==> src/rtl/updown_mod_counter.sv <==
// Up/down modulo-MODULUS counter with synchronous clear/load, wrap or saturate
// at the range ends, a combinational terminal count and registered wrap/overflow status.
module updown_mod_counter #(
    parameter int unsigned WIDTH    = 8,
    parameter int unsigned MODULUS  = 256,
    parameter int unsigned SATURATE = 0
) (
    input  logic             clk,
    input  logic             rst,
    input  logic             en,
    input  logic             up,
    input  logic             clr,
    input  logic             load,
    input  logic [WIDTH-1:0] load_val,
    output logic [WIDTH-1:0] count,
    output logic             tc,
    output logic             wrap,
    output logic             ovf
);

    localparam int unsigned     EXT_W   = WIDTH + 1;
    localparam logic [WIDTH-1:0] MAX_VAL = WIDTH'(MODULUS - 1);
    localparam logic [EXT_W-1:0] MOD_EXT = EXT_W'(MODULUS);
    localparam logic             SAT     = (SATURATE != 0);

    logic [WIDTH-1:0] count_next;
    logic             wrap_next;
    logic             ovf_next;
    logic             at_max;
    logic             at_zero;
    logic             load_over;

    assign at_max    = (count == MAX_VAL);
    assign at_zero   = (count == '0);
    // Compare one bit wider so MODULUS == 2**WIDTH never clamps.
    assign load_over = ({1'b0, load_val} >= MOD_EXT);

    // Valid in the cycle before the terminal edge, for cascading.
    assign tc = en & ((up & at_max) | (~up & at_zero));

    // Next-state selection: clr > load > en > hold.
    always_comb begin
        count_next = count;
        wrap_next  = 1'b0;
        ovf_next   = ovf;
        if (clr) begin
            count_next = '0;
            ovf_next   = 1'b0;
        end else if (load) begin
            count_next = load_over ? MAX_VAL : load_val;
        end else if (en) begin
            if (up) begin
                if (at_max) begin
                    count_next = SAT ? count : '0;
                    wrap_next  = 1'b1;
                    ovf_next   = 1'b1;
                end else begin
                    count_next = count + WIDTH'(1);
                end
            end else begin
                if (at_zero) begin
                    count_next = SAT ? count : MAX_VAL;
                    wrap_next  = 1'b1;
                    ovf_next   = 1'b1;
                end else begin
                    count_next = count - WIDTH'(1);
                end
            end
        end
    end

    always_ff @(posedge clk or posedge rst) begin
        if (rst) begin
            count <= '0;
            wrap  <= 1'b0;
            ovf   <= 1'b0;
        end else begin
            count <= count_next;
            wrap  <= wrap_next;
            ovf   <= ovf_next;
        end
    end

endmodule

==> config.mk <==
export PLATFORM = sky130hd
export DESIGN_NAME = updown_mod_counter
export DESIGN_NICKNAME = d
export VERILOG_FILES = /design/src/rtl/updown_mod_counter.sv
export SDC_FILE = /design/constraint.sdc
export NUM_CORES = 1
export LEC_CHECK = 0
export CORE_UTILIZATION = 51
export CTS_CLUSTER_SIZE = 16
export DETAILED_ROUTE_END_ITERATION = 7
export PLACE_DENSITY_LB_ADDON = 0.3
export SLEW_MARGIN = 15
export SYNTH_ARGS = -nofsm -noshare
export SYNTH_HDL_FRONTEND = slang
export SYNTH_SLANG_ARGS = --single-unit
==> constraint.sdc <==
create_clock -name clk -period 3.95 [get_ports clk]
set_input_delay 0.79 -clock clk [delete_from_list [all_inputs] [get_ports clk]]
set_output_delay 0.79 -clock clk [all_outputs]
set_load 0.05 [all_outputs]
==> flow_summary_export.csv, run 1 <==
group,metric,value,unit
clock_network,clockRootBuffer,"clkbuf_4",
min_path,hold_class,"flop to flop",
clock_network,ctsResizeCount,0,
detailed_routing,wl_met3,116,µm
power,p_leak,0.4622,nW
clock_network,cts.sinks,10,
yosys,netlist_area,944.7,µm²
yosys,async_flop_share,100.0,%
detailed_routing,top_layer,"met4",
clock_network,cts_setup_buffers,0,
detailed_routing,drc,0,
cells_and_area,layout-drive-gt1-share,11.28,%
yosys,yosysTopAreaCellShare,26.49,%
yosys,syn_inst,114,
detailed_routing,wl_met2,1168,µm
die,initial_core_util,54.71,%
sta,fin_crit,3.453,ns
yosys,synthFlopType,"dfrtp_1",
setup_path,crit_required,3.16,ns
clock_network,clk_pin_slew,0.06,ns
cells_and_area,final.fill_count,156,
sta,maxSlewHeadroom,66.45,%
grt,antenna_found_initial,0,
grt,track_usage,27.88,%
setup_path,critical_path_arrival,2.66,ns
setup_path,path_class,"flop to primary output",
grt,grt_overflow,0,
yosys,synth_warnings,0,
yosys,synth-edff-count,0,
die,die_width,45.04,µm
detailed_routing,wl_per_cell,15.42,µm
placed_design,gp_congestion,0.9097,
clock_network,clockBufferDepth,2,
detailed_routing,wl_met1,1127,µm
die,die_h,45.04,µm
die,coreArea,1727,µm²
detailed_routing,first_pass_iters,4,
setup_path,worst-path-max-fanout,14,
clock_network,cts_tree,"done",
yosys,synth.distinct_cells,49,
cells_and_area,synthToLayoutAreaGrowth,26.09,%
die,num_rows,15,
grt,grt_pass1_vias,874,
setup_path,start_kind,"flop",
job,maxCapViolCount,0,
grt,grt_max_degree,15,
detailed_routing,via_count,974,
sta,rsz0062_at_grt,"no",
yosys,ys_ff_latch,10,
placed_design,dp.final_hpwl,1820,µm
sta,finalHoldViolCount,0,
detailed_routing,drtAntennaViolNets,0,
sta,fin_skew,0.003324,ns
sta,tightest_slew,0.5017,ns
sta,fin_setup_tns,0,ns
power,pwr_density_cell,278.5,nW/µm²
detailed_routing,via_per_inst,6.165,
clock_network,numCtsBuffers,3,
placed_design,portBuffers,24,
sta,setup_viol,0,
sta,fmax,289.6,MHz
yosys,synth.net_count,131,
cells_and_area,diodes,0,
grt,grt_pass1_wl,4036,µm
setup_path,critPathCaptureType,"primary output",
sta,drv_slew,0,
die,pin_count,25,
outcome,status,"complete, no violations",
clock_network,h-tree-depth,1,
cells_and_area,fin_nets,152,
power,ir_drop,0.1953,mV
detailed_routing,drtIter0Drc,31,
clock_network,worstSkewPairLatency,0.26,ns
cells_and_area,final_cells,158,
yosys,ys_seq_area_share,26.49,%
die,dieArea,2028,µm²
detailed_routing,routed_wl,2437,µm
sta,period_share,87.42,%
yosys,ys_top_cells_by_area,"dfrtp_1 26%, inv_1 4.4%, a21oi_1 4.2%",
placed_design,dpl.cell_count,155,
clock_network,postCtsHoldBufs,0,
yosys,syn_area_per_cell,8.286,µm²
yosys,yosysTopAreaCell,"dfrtp_1",
-- layout make-up --
type | instances | area (µm²) | area share [%]
sequential | 10 | 250.2 | 21.01
timing repair buffer | 25 | 247.7 | 20.80
multi-input combinational | 84 | 598.1 | 50.21
inverter | 11 | 41.29 | 3.466
clock buffer | 3 | 22.52 | 1.891
tap | 25 | 31.28 | 2.626
-- per-stage QoR --
step	cell area, µm²	power (mW)	hold WS, ns	utilization [%]	setup slack [ns]
finish	1191	0.3317	0.5492	68.99	0.4968
global route	1191	0.3528	0.5782	68.99	0.2991
CTS	1191	0.3349	0.5561	68.99	0.5150
detailed placement	1169	0.2646	0.5435	67.68	0.5900
global placement	1169	0.2620	0.5474	67.68	0.6040
floorplan	944.7	0.2233	0.6302	-	1.017
-- routing by layer --
metal	vias to the layer above	track usage, %
li1	471	-
met5	-	0
met3	4	3.600
met4	0	15.15
met2	41	40.00
met1	458	40.40
-- Yosys cell counts, types with 3 or more instances --
library cell	number
inv_1	11
dfrtp_1	10
a21oi_1	8
nand2_1	8
nor3_1	6
nor2_1	5
buf_2	4
ha_1	3
nand3_1	3
o21a_1	3
o21ai_0	3
o22ai_1	3
xor2_1	3
-- report_power, final --
part / switching [mW] / internal (mW) / total, mW
Combinational: 0.0761 / 0.0600 / 0.136
Sequential: 0.0193 / 0.109 / 0.128
Clock: 0.0322 / 0.0351 / 0.0672
Total: 0.128 / 0.204 / 0.332
-- path summary, 6_finish.rpt --
kind | depth (start not counted) | start | slack, ns | to
setup / recovery | 5 | count[3] | 0.50 | tc
hold / removal | 2 | ovf | 0.55 | ovf
setup reg to reg | 6 | count[0] | 1.88 | count[6]
hold reg to reg | 2 | ovf | 0.55 | ovf
max in group asynchronous | 2 | rst | 2.87 | ovf
min in group asynchronous | 2 | rst | 0.80 | wrap
-- registers in the layout, summed over array words and instances (netlist names) --
register	cells
count	8
ovf	1
wrap	1
-- cells in the final DEF (no fill, tap or decap), drive strengths merged, types with 2 or more instances in the layout --
cell type	Yosys	final
nand3	3	3
a21oi	8	8
nand2	8	8
clkdlybuf4s50	0	24
o31ai	2	2
xnor2	2	2
nor3	6	6
o21ai	3	3
o32ai	2	2
a211oi	3	3
xor2	3	3
inv	11	11
or3	2	2
nor4	2	2
and3	3	3
ha	3	3
dfrtp	10	10
o221ai	2	2
clkbuf	2	3
nor2	5	5
a221oi	2	2
o21a	3	3
o22ai	3	3
o31a	3	3
-- critical path, stage by stage, from the launching register on --
cell	delay [ns]
dfrtp_1	0.63
nand4_1	0.30
nor3_1	0.35
a21oi_1	0.19
nor2_1	0.13
clkdlybuf4s50_1	0.81
-- logic make-up after synthesis --
family,after synthesis,synth area share [%]
buf+inv,20,10.20
fa+ha+maj,3,3.974
xor+xnor,5,4.637
flops,10,26.49
mux,1,1.060
simple gates,37,22.78
compound gates,38,30.86
Note: power is estimated with default switching activity, not from simulation.
==> run 2: changes to the inputs <==
--- a/config.mk
+++ b/config.mk
@@ -8,6 +8,7 @@
 export CORE_UTILIZATION = 51
 export CTS_CLUSTER_SIZE = 16
 export DETAILED_ROUTE_END_ITERATION = 7
+export GPL_ROUTABILITY_DRIVEN = 0
 export PLACE_DENSITY_LB_ADDON = 0.3
 export SLEW_MARGIN = 15
 export SYNTH_ARGS = -nofsm -noshare
==> flow_summary_export.csv, run 2 (synthesis gave the netlist of run 1 again) <==
group,metric,value,unit
power,sequentialPowerShare,35.6,%
setup_path,path_class,"flop to primary output",
die,num_rows,15,
clock_network,postCtsHoldBufs,0,
power,p_clk_share,26.6,%
detailed_routing,drtAntennaViolNets,0,
sta,rsz0062_at_grt,"no",
setup_path,crit_required,3.16,ns
clock_network,cts.sinks,10,
cells_and_area,layout-drive-gt1-share,11.94,%
cells_and_area,final_common_cell,"clkdlybuf4s50_1",
detailed_routing,routed_wl,2574,µm
cells_and_area,top_regs,"count (8), ovf (1), wrap (1)",
min_path,hold_end,"ovf",
power,pwr_density_cell,300.7,nW/µm²
detailed_routing,first_pass_iters,4,
setup_path,r2r_end,"count[6]",
sta,fin_crit,3.448,ns
die,die_width,45.04,µm
cells_and_area,regMostFlops,"count",
power,p_leak,0.4694,nW
min_path,whs_path_depth,2,
placed_design,dp.final_hpwl,1839,µm
clock_network,ctsResizeCount,0,
grt,grt_pass1_vias,910,
detailed_routing,drc,0,
sta,fin_setup_tns,0,ns
die,dieArea,2028,µm²
setup_path,worst-path-max-fanout,14,
sta,maxSlewHeadroom,66.40,%
min_path,hp-start,"ovf",
die,coreArea,1727,µm²
setup_path,reg2reg_from,"count[0]",
clock_network,cts_tree,"done",
grt,grt_pass1_wl,4105,µm
die,initial_core_util,54.71,%
power,swShare,37.90,%
clock_network,clockBufferDepth,2,
sta,tightest_slew,0.5024,ns
detailed_routing,wl_per_cell,16.19,µm
cells_and_area,synthToLayoutAreaGrowth,27.55,%
setup_path,reg2regPathDepth,6,
sta,fmax,290.0,MHz
clock_network,cts_setup_buffers,0,
cells_and_area,layout_common_cells,"24 x clkdlybuf4s50_1, 11 x inv_1, 10 x dfrtp_1",
outcome,status,"complete, no violations",
min_path,hold_class,"flop to flop",
grt,track_usage,28.03,%
power,ir_drop,0.2130,mV
setup_path,critPathCaptureType,"primary output",
power,intPower,0.2250,mW
clock_network,clk_pin_slew,0.07,ns
job,maxCapViolCount,0,
placed_design,dpl.cell_count,155,
setup_path,r2r_slack,1.88,ns
power,power_switching,0.1373,mW
clock_network,numCtsBuffers,3,
grt,grt_max_degree,15,
cells_and_area,final_cells,159,
setup_path,critical_path_arrival,2.66,ns
sta,fin_skew,0.005495,ns
placed_design,portBuffers,24,
sta,period_share,87.29,%
cells_and_area,fin_nets,152,
grt,grt_overflow,0,
sta,drv_slew,0,
die,die_h,45.04,µm
die,pin_count,25,
sta,finalHoldViolCount,0,
clock_network,worstSkewPairLatency,0.27,ns
grt,antenna_found_initial,0,
clock_network,h-tree-depth,1,
cells_and_area,final.fill_count,154,
detailed_routing,via_count,1001,
clock_network,clockRootBuffer,"clkbuf_4",
sta,setup_viol,0,
detailed_routing,via_per_inst,6.296,
cells_and_area,largest_reg_flops,8,
setup_path,start_kind,"flop",
detailed_routing,drtIter0Drc,42,
cells_and_area,diodes,0,
power,combinationalPowerShare,37.8,%
==> run 2: changes by cell type in the layout (fill, tap and decap cells not counted) <==
cell      previous run  this run
clkbuf_8             0         1
==> run 2: through the flow <==
step	utilization [%]	hold slack [ns]	setup WS [ns]	power (mW)	instance area, µm²
6_report	69.78	0.5691	0.5019	0.3623	1205
5_1_grt	69.78	0.5855	0.3865	0.3780	1205
4_1_cts	69.78	0.5705	0.5754	0.3608	1205
3_5_place_dp	67.68	0.5541	0.6114	0.2652	1169
3_3_place_gp	67.68	0.5470	0.6156	0.2619	1169
2_1_floorplan	-	0.6302	1.017	0.2233	944.7
==> run 2: final cells by class <==
| class | instances | area (µm²) | share of cell area, % |
|---|---|---|---|
| Multi-Input combinational cell | 84 | 598.1 | 49.64 |
| Sequential cell | 10 | 250.2 | 20.77 |
| Timing Repair Buffer | 25 | 247.7 | 20.56 |
| Inverter | 11 | 41.29 | 3.427 |
| Clock buffer | 4 | 36.28 | 3.011 |
| Tap cell | 25 | 31.28 | 2.596 |
==> run 2: how the worst max path moves through the flow <==
stage	start	endpoint	slack [ns]	cells past startpoint
6_report	count[3]	tc	0.50	5
5_1_grt	count[3]	tc	0.39	5
4_1_cts	count[3]	tc	0.58	5
3_5_place_dp	en	tc	0.61	4
3_3_place_gp	en	tc	0.62	4
2_1_floorplan	count[4]	tc	1.02	5
==> run 2: power by group through the flow <==
stage,Clock [mW],Sequential [mW],Combinational (mW)
final,0.0964,0.129,0.137
after global routing,0.101,0.130,0.147
after CTS,0.0968,0.128,0.136
after detailed placement,0,0.130,0.135
after global placement,0,0.129,0.133
after floorplan,0,0.143,0.0807
==> run 2: per-layer routing <==
metal	GRT usage [%]	vias to the layer above	share of wire [%]
met1	39.00	469	43
met2	41.74	58	47
met4	13.94	0	1.6
met5	0	-	0
met3	4.800	6	8.0
li1	-	468	-
==> run 2: worst max-delay path, cell delays in order, from the launching register on <==
cell	delay, ns
dfrtp_1	0.63
nand4_1	0.30
nor3_1	0.37
a21oi_1	0.18
nor2_1	0.11
clkdlybuf4s50_1	0.80
==> run 3: changes to the inputs <==
--- a/config.mk
+++ b/config.mk
@@ -6,7 +6,7 @@
 export NUM_CORES = 1
 export LEC_CHECK = 0
 export CORE_UTILIZATION = 51
-export CTS_CLUSTER_SIZE = 16
+export CTS_CLUSTER_SIZE = 40
 export DETAILED_ROUTE_END_ITERATION = 7
 export GPL_ROUTABILITY_DRIVEN = 0
 export PLACE_DENSITY_LB_ADDON = 0.3
==> constraint.sdc (replaced) <==
create_clock -name clk -period 3.95 [get_ports clk]
set_input_delay 1.185 -clock clk [delete_from_list [all_inputs] [get_ports clk]]
set_output_delay 1.185 -clock clk [all_outputs]
set_load 0.05 [all_outputs]
==> flow_summary_export.csv, run 3 (synthesis gave the netlist of run 1 again) <==
group,metric,value,unit
power,combinationalPowerShare,37.9,%
setup_path,r2r_slack,1.91,ns
clock_network,worstSkewPairLatency,0.28,ns
sta,fmax,279.8,MHz
grt,grt_max_degree,16,
power,swShare,38.36,%
cells_and_area,fin_nets,153,
setup_path,worst-path-max-fanout,15,
cells_and_area,largest_reg_flops,8,
setup_path,r2r_end,"count[6]",
setup_path,critPathCaptureType,"primary output",
die,dieArea,2028,µm²
cells_and_area,layout-drive-gt1-share,13.33,%
die,die_width,45.04,µm
grt,antenna_found_initial,0,
grt,grt_pass1_wl,4395,µm
power,power_switching,0.1408,mW
detailed_routing,via_per_inst,6.306,
die,initial_core_util,54.71,%
cells_and_area,synthToLayoutAreaGrowth,29.40,%
sta,finalHoldViolCount,0,
clock_network,cts_tree,"done",
setup_path,critical_path_arrival,2.39,ns
detailed_routing,drc,0,
setup_path,path_class,"input port to primary output",
die,num_rows,15,
clock_network,numCtsBuffers,3,
cells_and_area,layout_common_cells,"23 x clkdlybuf4s50_1, 11 x inv_1, 10 x dfrtp_1",
power,p_leak,0.4790,nW
sta,period_share,90.48,%
min_path,hold_class,"flop to flop",
clock_network,cts.sinks,10,
power,intPower,0.2264,mW
cells_and_area,top_regs,"count (8), ovf (1), wrap (1)",
clock_network,postCtsHoldBufs,0,
die,coreArea,1727,µm²
clock_network,clk_pin_slew,0.08,ns
grt,track_usage,30.82,%
cells_and_area,diodes,0,
detailed_routing,via_count,1009,
clock_network,cts_setup_buffers,0,
outcome,status,"complete, no violations",
die,pin_count,25,
grt,grt_pass1_vias,942,
cells_and_area,regMostFlops,"count",
sta,drv_slew,0,
grt,grt_overflow,0,
placed_design,portBuffers,24,
die,die_h,45.04,µm
sta,fin_setup_tns,0,ns
placed_design,dpl.cell_count,156,
min_path,hold_end,"ovf",
setup_path,reg2reg_from,"count[0]",
power,sequentialPowerShare,35.2,%
min_path,hp-start,"ovf",
job,maxCapViolCount,0,
sta,fin_crit,3.574,ns
sta,maxSlewHeadroom,64.62,%
detailed_routing,routed_wl,2680,µm
detailed_routing,first_pass_iters,4,
sta,rsz0062_at_grt,"no",
placed_design,dp.final_hpwl,1899,µm
min_path,whs_path_depth,2,
clock_network,clockRootBuffer,"clkbuf_4",
cells_and_area,design_area,1222,µm²
sta,tightest_slew,0.5290,ns
detailed_routing,drtIter0Drc,50,
detailed_routing,drtAntennaViolNets,0,
placed_design,place_area,1186,µm²
detailed_routing,wl_per_cell,16.75,µm
setup_path,start_kind,"input port",
sta,fin_skew,0.005348,ns
clock_network,clockBufferDepth,2,
sta,setup_viol,0,
clock_network,h-tree-depth,1,
cells_and_area,final_cells,160,
power,p_clk_share,26.9,%
power,totalPowerFinal,0.3672,mW
power,ir_drop,0.2267,mV
cells_and_area,final_common_cell,"clkdlybuf4s50_1",
setup_path,crit_required,2.76,ns
setup_path,reg2regPathDepth,6,
power,pwr_density_cell,300.4,nW/µm²
clock_network,ctsResizeCount,0,
-- run 3: cell types whose count changed in the layout (fill, tap and decap cells not counted) --
cell             delta
clkdlybuf4s50_1     -1
buf_4               +1
buf_12              +1
-- run 3: area by class of cell --
class                           count  area, µm²
Timing Repair Buffer               26      265.3
Multi-Input combinational cell     84      598.1
Sequential cell                    10      250.2
Clock buffer                        4      36.28
Tap cell                           25      31.28
Inverter                           11      41.29
Fill cell                         146      504.2
-- run 3: worst max-delay path by stage --
stage | endpoint | depth (start not counted) | from | slack, ns
floorplan | tc | 4 | up | 0.42
global placement | tc | 5 | up | 0.41
detailed placement | tc | 5 | up | 0.43
CTS | tc | 5 | up | 0.39
global route | tc | 5 | up | 0.34
finish | tc | 5 | up | 0.38
-- run 3: worst max-delay path: stages --
cell             delay (ns)
clkdlybuf4s50_1        0.48
buf_4                  0.21
a21oi_1                0.13
nor2_1                 0.21
buf_12                 0.17
-- run 3: through the flow --
stage,hold WS (ns),utilization [%],worst slack [ns]
global route,0.5742,70.80,0.3355
CTS,0.5571,70.80,0.3945
floorplan,0.7730,-,0.4174
finish,0.5506,70.80,0.3759
global placement,0.5477,68.70,0.4057
detailed placement,0.5427,68.70,0.4271
-- run 3: power groups by stage --
stage | logic, mW | registers, mW | clock network (mW)
2_1_floorplan | 0.0807 | 0.143 | 0
3_3_place_gp | 0.134 | 0.129 | 0
3_5_place_dp | 0.137 | 0.130 | 0
4_1_cts | 0.139 | 0.128 | 0.0970
5_1_grt | 0.150 | 0.130 | 0.104
6_report | 0.139 | 0.129 | 0.0988
-- run 3: metal layers --
layer	global-route usage, %	share of wire, %	up-vias
met5	0	0	-
li1	-	-	473
met1	40.35	41	469
met3	6.800	7.2	8
met4	12.12	2.1	0
met2	49.28	50	59
